File: src/rtl/ram_bist_master_if.sv
// RAM-side Avalon port of the BIST master: master drives address/controls,
// slave returns registered read data.
interface ram_bist_master_if #(
    parameter int unsigned ADDR_W = 10,
    parameter int unsigned DATA_W = 32
) ();
    logic [ADDR_W-1:0]   ram_address;
    logic [DATA_W/8-1:0] ram_byteenable;
    logic                ram_chipselect;
    logic                ram_write;
    logic [DATA_W-1:0]   ram_writedata;
    logic                ram_clken;
    logic [DATA_W-1:0]   ram_readdata;

    modport master (
        output ram_address, ram_byteenable, ram_chipselect, ram_write, ram_writedata, ram_clken,
        input  ram_readdata
    );

    modport slave (
        input  ram_address, ram_byteenable, ram_chipselect, ram_write, ram_writedata, ram_clken,
        output ram_readdata
    );
endinterface

File: src/rtl/ram_bist_master.sv
// Four-phase write/read-compare march over the whole system RAM with
// saturating error count and first-failure capture.
module ram_bist_master #(
    parameter int unsigned ADDR_W = 10,
    parameter int unsigned DATA_W = 32,
    parameter int unsigned ERR_W  = 16
) (
    input  logic                clk,
    input  logic                reset_n,
    input  logic                start_i,
    input  logic [DATA_W-1:0]   seed_i,
    output logic                busy_o,
    output logic                done_o,
    output logic                pass_o,
    output logic [ERR_W-1:0]    err_count_o,
    output logic [ADDR_W-1:0]   fail_addr_o,
    output logic [DATA_W-1:0]   fail_data_o,
    ram_bist_master_if.master   ram_if
);

    typedef enum logic [2:0] {
        StIdle, StFill, StCheck, StDrain, StFillInv, StCheckInv, StDrainInv, StDone
    } state_e;

    state_e              state_q, state_d;
    logic [ADDR_W-1:0]   cnt_q, cnt_d;
    logic [DATA_W-1:0]   seed_q, seed_d;
    logic [ERR_W-1:0]    err_q, err_d;
    logic [ADDR_W-1:0]   fail_addr_q, fail_addr_d;
    logic [DATA_W-1:0]   fail_data_q, fail_data_d;
    logic                pass_q, pass_d;
    logic                busy_q, done_q, cs_q, wr_q;
    logic [DATA_W-1:0]   wdata_q, wdata_d;
    logic                cmp_q;
    logic [DATA_W-1:0]   exp_q, exp_d;
    logic                start_acc, last, mismatch;
    logic                fill_d, check_d, inv_d;

    assign start_acc = (state_q == StIdle) && start_i;
    assign last      = &cnt_q;
    assign mismatch  = cmp_q && (ram_if.ram_readdata != exp_q);

    always_comb begin
        state_d = state_q;
        cnt_d   = cnt_q;
        seed_d  = seed_q;
        unique case (state_q)
            StIdle: begin
                if (start_i) begin
                    state_d = StFill;
                    cnt_d   = '0;
                    seed_d  = seed_i;
                end
            end
            StFill: begin
                cnt_d = cnt_q + 1'b1;
                if (last) state_d = StCheck;
            end
            StCheck: begin
                cnt_d = cnt_q + 1'b1;
                if (last) state_d = StDrain;
            end
            StDrain:    state_d = StFillInv;
            StFillInv: begin
                cnt_d = cnt_q + 1'b1;
                if (last) state_d = StCheckInv;
            end
            StCheckInv: begin
                cnt_d = cnt_q + 1'b1;
                if (last) state_d = StDrainInv;
            end
            StDrainInv: state_d = StDone;
            StDone:     state_d = StIdle;
            default:    state_d = StIdle;
        endcase
    end

    // Port controls are registered from the next state so they line up with cnt_q.
    always_comb begin
        fill_d  = (state_d == StFill) || (state_d == StFillInv);
        check_d = (state_d == StCheck) || (state_d == StCheckInv);
        inv_d   = (state_d == StFillInv) || (state_d == StCheckInv);
        wdata_d = wdata_q;
        if (fill_d) wdata_d = inv_d ? ~(seed_d ^ DATA_W'(cnt_d)) : (seed_d ^ DATA_W'(cnt_d));
        exp_d   = (state_q == StCheckInv) ? ~(seed_q ^ DATA_W'(cnt_q)) : (seed_q ^ DATA_W'(cnt_q));
    end

    always_comb begin
        err_d       = err_q;
        fail_addr_d = fail_addr_q;
        fail_data_d = fail_data_q;
        pass_d      = pass_q;
        if (start_acc) begin
            err_d       = '0;
            fail_addr_d = '0;
            fail_data_d = '0;
            pass_d      = 1'b0;
        end else if (mismatch) begin
            if (!(&err_q)) err_d = err_q + 1'b1;
            if (err_q == '0) begin
                fail_addr_d = cnt_q - 1'b1;
                fail_data_d = ram_if.ram_readdata;
            end
        end
        if (state_d == StDone) pass_d = (err_d == '0);
    end

    always_ff @(posedge clk or negedge reset_n) begin
        if (!reset_n) begin
            state_q     <= StIdle;
            cnt_q       <= '0;
            seed_q      <= '0;
            err_q       <= '0;
            fail_addr_q <= '0;
            fail_data_q <= '0;
            pass_q      <= 1'b0;
            busy_q      <= 1'b0;
            done_q      <= 1'b0;
            cs_q        <= 1'b0;
            wr_q        <= 1'b0;
            wdata_q     <= '0;
            cmp_q       <= 1'b0;
            exp_q       <= '0;
        end else begin
            state_q     <= state_d;
            cnt_q       <= cnt_d;
            seed_q      <= seed_d;
            err_q       <= err_d;
            fail_addr_q <= fail_addr_d;
            fail_data_q <= fail_data_d;
            pass_q      <= pass_d;
            busy_q      <= (state_d != StIdle) && (state_d != StDone);
            done_q      <= (state_d == StDone);
            cs_q        <= fill_d || check_d;
            wr_q        <= fill_d;
            wdata_q     <= wdata_d;
            cmp_q       <= (state_q == StCheck) || (state_q == StCheckInv);
            exp_q       <= exp_d;
        end
    end

    assign busy_o      = busy_q;
    assign done_o      = done_q;
    assign pass_o      = pass_q;
    assign err_count_o = err_q;
    assign fail_addr_o = fail_addr_q;
    assign fail_data_o = fail_data_q;

    assign ram_if.ram_address    = cnt_q;
    assign ram_if.ram_byteenable = '1;
    assign ram_if.ram_chipselect = cs_q;
    assign ram_if.ram_write      = wr_q;
    assign ram_if.ram_writedata  = wdata_q;
    assign ram_if.ram_clken      = 1'b1;

endmodule

File: src/flat_wrapper.sv
// flat-port wrapper written by rule: the top's interface ports become plain ports
module ram_bist_master_flat 
#(
    parameter int unsigned ADDR_W = 10,
    parameter int unsigned DATA_W = 32,
    parameter int unsigned ERR_W  = 16
)
  (clk, reset_n, start_i, seed_i, busy_o, done_o, pass_o, err_count_o, fail_addr_o, fail_data_o, ram_if_ram_address, ram_if_ram_byteenable, ram_if_ram_chipselect, ram_if_ram_write, ram_if_ram_writedata, ram_if_ram_clken, ram_if_ram_readdata);
  ram_bist_master_if #(.ADDR_W(ADDR_W), .DATA_W(DATA_W)) ram_if_i ();
  input  logic clk;
  input  logic reset_n;
  input  logic start_i;
  input  logic [DATA_W-1:0] seed_i;
  output logic busy_o;
  output logic done_o;
  output logic pass_o;
  output logic [ERR_W-1:0] err_count_o;
  output logic [ADDR_W-1:0] fail_addr_o;
  output logic [DATA_W-1:0] fail_data_o;
  output wire logic [$bits(ram_if_i.ram_address)-1:0] ram_if_ram_address;
  output wire logic [$bits(ram_if_i.ram_byteenable)-1:0] ram_if_ram_byteenable;
  output wire logic [$bits(ram_if_i.ram_chipselect)-1:0] ram_if_ram_chipselect;
  output wire logic [$bits(ram_if_i.ram_write)-1:0] ram_if_ram_write;
  output wire logic [$bits(ram_if_i.ram_writedata)-1:0] ram_if_ram_writedata;
  output wire logic [$bits(ram_if_i.ram_clken)-1:0] ram_if_ram_clken;
  input wire logic [$bits(ram_if_i.ram_readdata)-1:0] ram_if_ram_readdata;
  assign ram_if_ram_address = ram_if_i.ram_address;
  assign ram_if_ram_byteenable = ram_if_i.ram_byteenable;
  assign ram_if_ram_chipselect = ram_if_i.ram_chipselect;
  assign ram_if_ram_write = ram_if_i.ram_write;
  assign ram_if_ram_writedata = ram_if_i.ram_writedata;
  assign ram_if_ram_clken = ram_if_i.ram_clken;
  assign ram_if_i.ram_readdata = ram_if_ram_readdata;
  ram_bist_master #(.ADDR_W(ADDR_W), .DATA_W(DATA_W), .ERR_W(ERR_W)) u_core (.clk(clk), .reset_n(reset_n), .start_i(start_i), .seed_i(seed_i), .busy_o(busy_o), .done_o(done_o), .pass_o(pass_o), .err_count_o(err_count_o), .fail_addr_o(fail_addr_o), .fail_data_o(fail_data_o), .ram_if(ram_if_i));
endmodule
File: config.mk
export PLATFORM = sky130hd
export DESIGN_NAME = ram_bist_master_flat
export DESIGN_NICKNAME = d
export VERILOG_FILES = /design/src/rtl/ram_bist_master_if.sv /design/src/rtl/ram_bist_master.sv /design/src/flat_wrapper.sv
export SDC_FILE = /design/constraint.sdc
export NUM_CORES = 1
export LEC_CHECK = 0
export CAP_MARGIN = 30
export CORE_MARGIN = 3
export CORE_UTILIZATION = 31
export DETAILED_ROUTE_END_ITERATION = 16
export GPL_TIMING_DRIVEN = 0
export HOLD_SLACK_MARGIN = 0.12
export SLEW_MARGIN = 40
export SYNTH_ARGS = -nofsm -noshare
export SYNTH_HDL_FRONTEND = slang
export SYNTH_SLANG_ARGS = --single-unit
File: constraint.sdc
create_clock -name clk -period 3.4 [get_ports clk]
set_clock_uncertainty 0.05 [all_clocks]
set_input_delay 1.02 -clock clk [delete_from_list [all_inputs] [get_ports clk]]
set_output_delay 1.02 -clock clk [all_outputs]
set_load 0.02 [all_outputs]
==> metrics.md <==
| Metric | Value |
|---|---|
| Max rail drop VDD | 336 uV |
| Area of the multi-input gates | 3800 um2 |
| CP endpoint kind | flop |
| PortBufs | 171 |
| Flops & latches, synth | 173 |
| Final wirelength | 24100 um |
| Fin. Hold Viols | 0 |
| Yosys cell types | 68 |
| Chip Height | 170 um |
| Hold-fix buffers, CTS | 0 |
| Gr usage total | 0.170 |
| Area contributors post-synth | dfrtp_1 52%, xnor2_1 10%, mux2i_1 5.9% |
| First-pass DRT Iterations | 4 |
| Yosys warnings | 0 |
| Worst Path Max Fanout | 10 |
| Cells after synthesis | 797 |
| IO Count | 177 |
| Layout cells sized above 1 | 0.0960 |
| Clock Latency Late Sink | 430 ps |
| Final min period | 3200 ps |
| Post-DP HPWL | 18300 um |
| Fin util | 0.428 |
| CTS root buf | clkbuf_16 |
| Antenna diodes | 0 |
| Relative slew slack | 0.529 |
| TritonCTS Sinks | 173 |
| Filler instances | 2541 |
| Via Count | 6169 |
| Placer congestion estimate | 0.897 |
| Worst hold path class | reg2reg |
| DRC | 0 |
| Count of final setup violators | 0 |
| Initial Utilization | 0.319 |
| Seq/Total Area, Yosys | 0.517 |
| Power per cell area | 536 nW/um2 |
| EDFF count, synth | 0 |
| Status | complete, no violations |
| Final setup margin | 197 ps |
| Top FF cell, synth | dfrtp_1 |
| Wire per inst | 18.0 um |
| Maxcap violations | 0 |
| First-pass GRT wire length | 37500 um |
| Total Power | 6.03 mW |
| Site Rows | 59 |
| Initial antenna violation count | 1 |
| Final worst-path cycle share | 0.942 |
| Dpl ws | -645 ps |
| Ys async rst share | 1.00 |
| Full die area | 29000 um2 |
| CTS H-tree depth | 4 |
| F_max | 312 MHz |
| Worst setup SP type | input pin |
| CTS buffer count | 17 |
| Worst Path Class, Setup | in2reg |
| Setup TNS | 0 ps |
| Synth top area share | 0.517 |
| Final ANT Viol Nets | 0 |
| RSZ-0062 raised after global routing | false |
| Leak Pwr | 4.93 nW |
| Data arrival time of the worst path | 3510 ps |
| Largest net degree at the start of global routing | 75 |
| Max clock buf depth | 2 |
| CTS tree | done |
| Chip Width | 170 um |
| Core area | 26300 um2 |
| Register area | 4330 um2 |
| Synth area leader | dfrtp_1 |
| Max Slew Vio Count | 0 |
| Grt ovf | 0 |
| Vias in the first global route | 6341 |
| Measured slew at the worst slew-check pin | 688 ps |
| Final nets | 1068 |
| Layout area overhead | 34.2% |
| Vias per cell | 4.59 |
| WP data required | 3710 ps |
| Syn_area_per_cell | 10.5 um2 |
| Worst-path clk slew | 70 ps |
| Iteration-0 DRC Markers | 426 |
| Mapped cell area | 8380 um2 |
[cell families (layout without fill, tap and decap cells)]
family	Yosys count	count (layout)	synth area share
xor+xnor	125	125	0.145
flops	173	173	0.517
simple gates	297	297	0.169
mux	57	57	0.0693
other cells	1	5	0.000448
fa+ha+maj	4	4	0.00598
compound gates	77	77	0.0598
buf+inv	63	272	0.0342
[routing by layer]
metal / GRT usage / wire length (um) / up-vias
li1: - / - / 3053
met1: 0.226 / 10900 / 2955
met2: 0.275 / 11600 / 133
met3: 0.0444 / 1280 / 26
met4: 0.0459 / 314 / 2
met5: 0 / 10 / -
[sequential cells by signal, indices dropped and copies added, names as in the netlist]
register,flops
u_core.fail_addr_o,10
u_core.ram_if.ram_writedata,32
u_core.seed_q,32
u_core.pass_o,1
u_core.ram_if.ram_chipselect,1
u_core.err_count_o,16
u_core.ram_if.ram_address,10
u_core.fail_data_o,32
u_core.done_o,1
u_core.state_q,3
u_core.exp_q,32
u_core.ram_if.ram_write,1
u_core.cmp_q,1
u_core.busy_o,1
[synthesized netlist by cell type (4+ instances only)]
cell type  number
dfrtp_1       173
nand2_1       124
xnor2_1        98
nor2_1         91
mux2i_1        49
a21oi_1        30
clkbuf_1       23
xor2_1         19
buf_2          16
nand3_1        14
nand4_1        14
o21ai_0        14
inv_1          13
buf_4           8
mux2_2          8
and3_1          7
nor3_1          6
xor3_1          6
nand2b_1        5
a211oi_1        4
a31oi_1         4
ha_1            4
nor4_1          4
or2_2           4
[cells in the final DEF, fill, tap and decap left out, types with 7 or more instances in the layout]
master           instances
dfrtp_1                173
clkdlybuf4s50_1        170
nand2_1                124
xnor2_1                 98
nor2_1                  90
mux2i_1                 49
a21oi_1                 30
clkbuf_1                19
xor2_1                  19
clkbuf_16               17
buf_2                   16
o21ai_0                 14
nand3_1                 14
nand4_1                 14
inv_1                   13
buf_4                   12
mux2_2                   8
and3_1                   7
[critical path: stages]
cell             delay [ps]
clkdlybuf4s50_1         550
nor4b_4                 340
buf_2                   320
buf_2                   350
a21o_1                  120
mux2i_1                  70
a211oi_1                340
o2111ai_1               220
o21ai_1                 170
[path summary, 6_finish.rpt]
check                                                  start                              end  slack, ps  depth (start not counted)
max in group asynchronous                            reset_n                u_core.seed_q[30]       2120                          2
worst min-delay path                       u_core.seed_q[10]                 u_core.exp_q[10]        420                          1
worst max register to register  u_core.ram_if.ram_address[0]  u_core.ram_if.ram_writedata[13]        500                         10
worst min register to register             u_core.seed_q[10]                 u_core.exp_q[10]        420                          1
worst max-delay path                                 start_i                    u_core.pass_o        200                          9
min in group asynchronous                            reset_n           u_core.fail_data_o[21]        450                          1
[final cells by class]
cell class                 instances  area share
sequential                       173       0.385
multi-input combinational        565       0.338
timing repair buffer             177       0.160
clock buffer                      18      0.0391
tap                              335      0.0373
buffer                            50      0.0219
clock inverter                    14      0.0137
inverter                          13     0.00434
[timing repair]
action	in CTS	in global routing
pin swaps	0	2
endpoints found under the setup margin	53	65
resized for setup	2	12
buffers inserted	0	4
[stage by stage]
step                      area [um2]  hold WS (ps)  cells
after floorplan                 8390           396    801
after global placement         10500           407   1307
after detailed placement       10600           407   1309
after CTS                      11200           419   1341
after global routing           11200           437   1345
final                          11200           417   1345
[where the power goes]
group,internal (mW),switching [mW],leakage (nW)
logic,0.766,0.746,2.43
registers,2.33,0.214,2.22
clock network,1.06,0.910,0.287
total,4.16,1.87,4.93
Power figures use the tool's default switching activity.
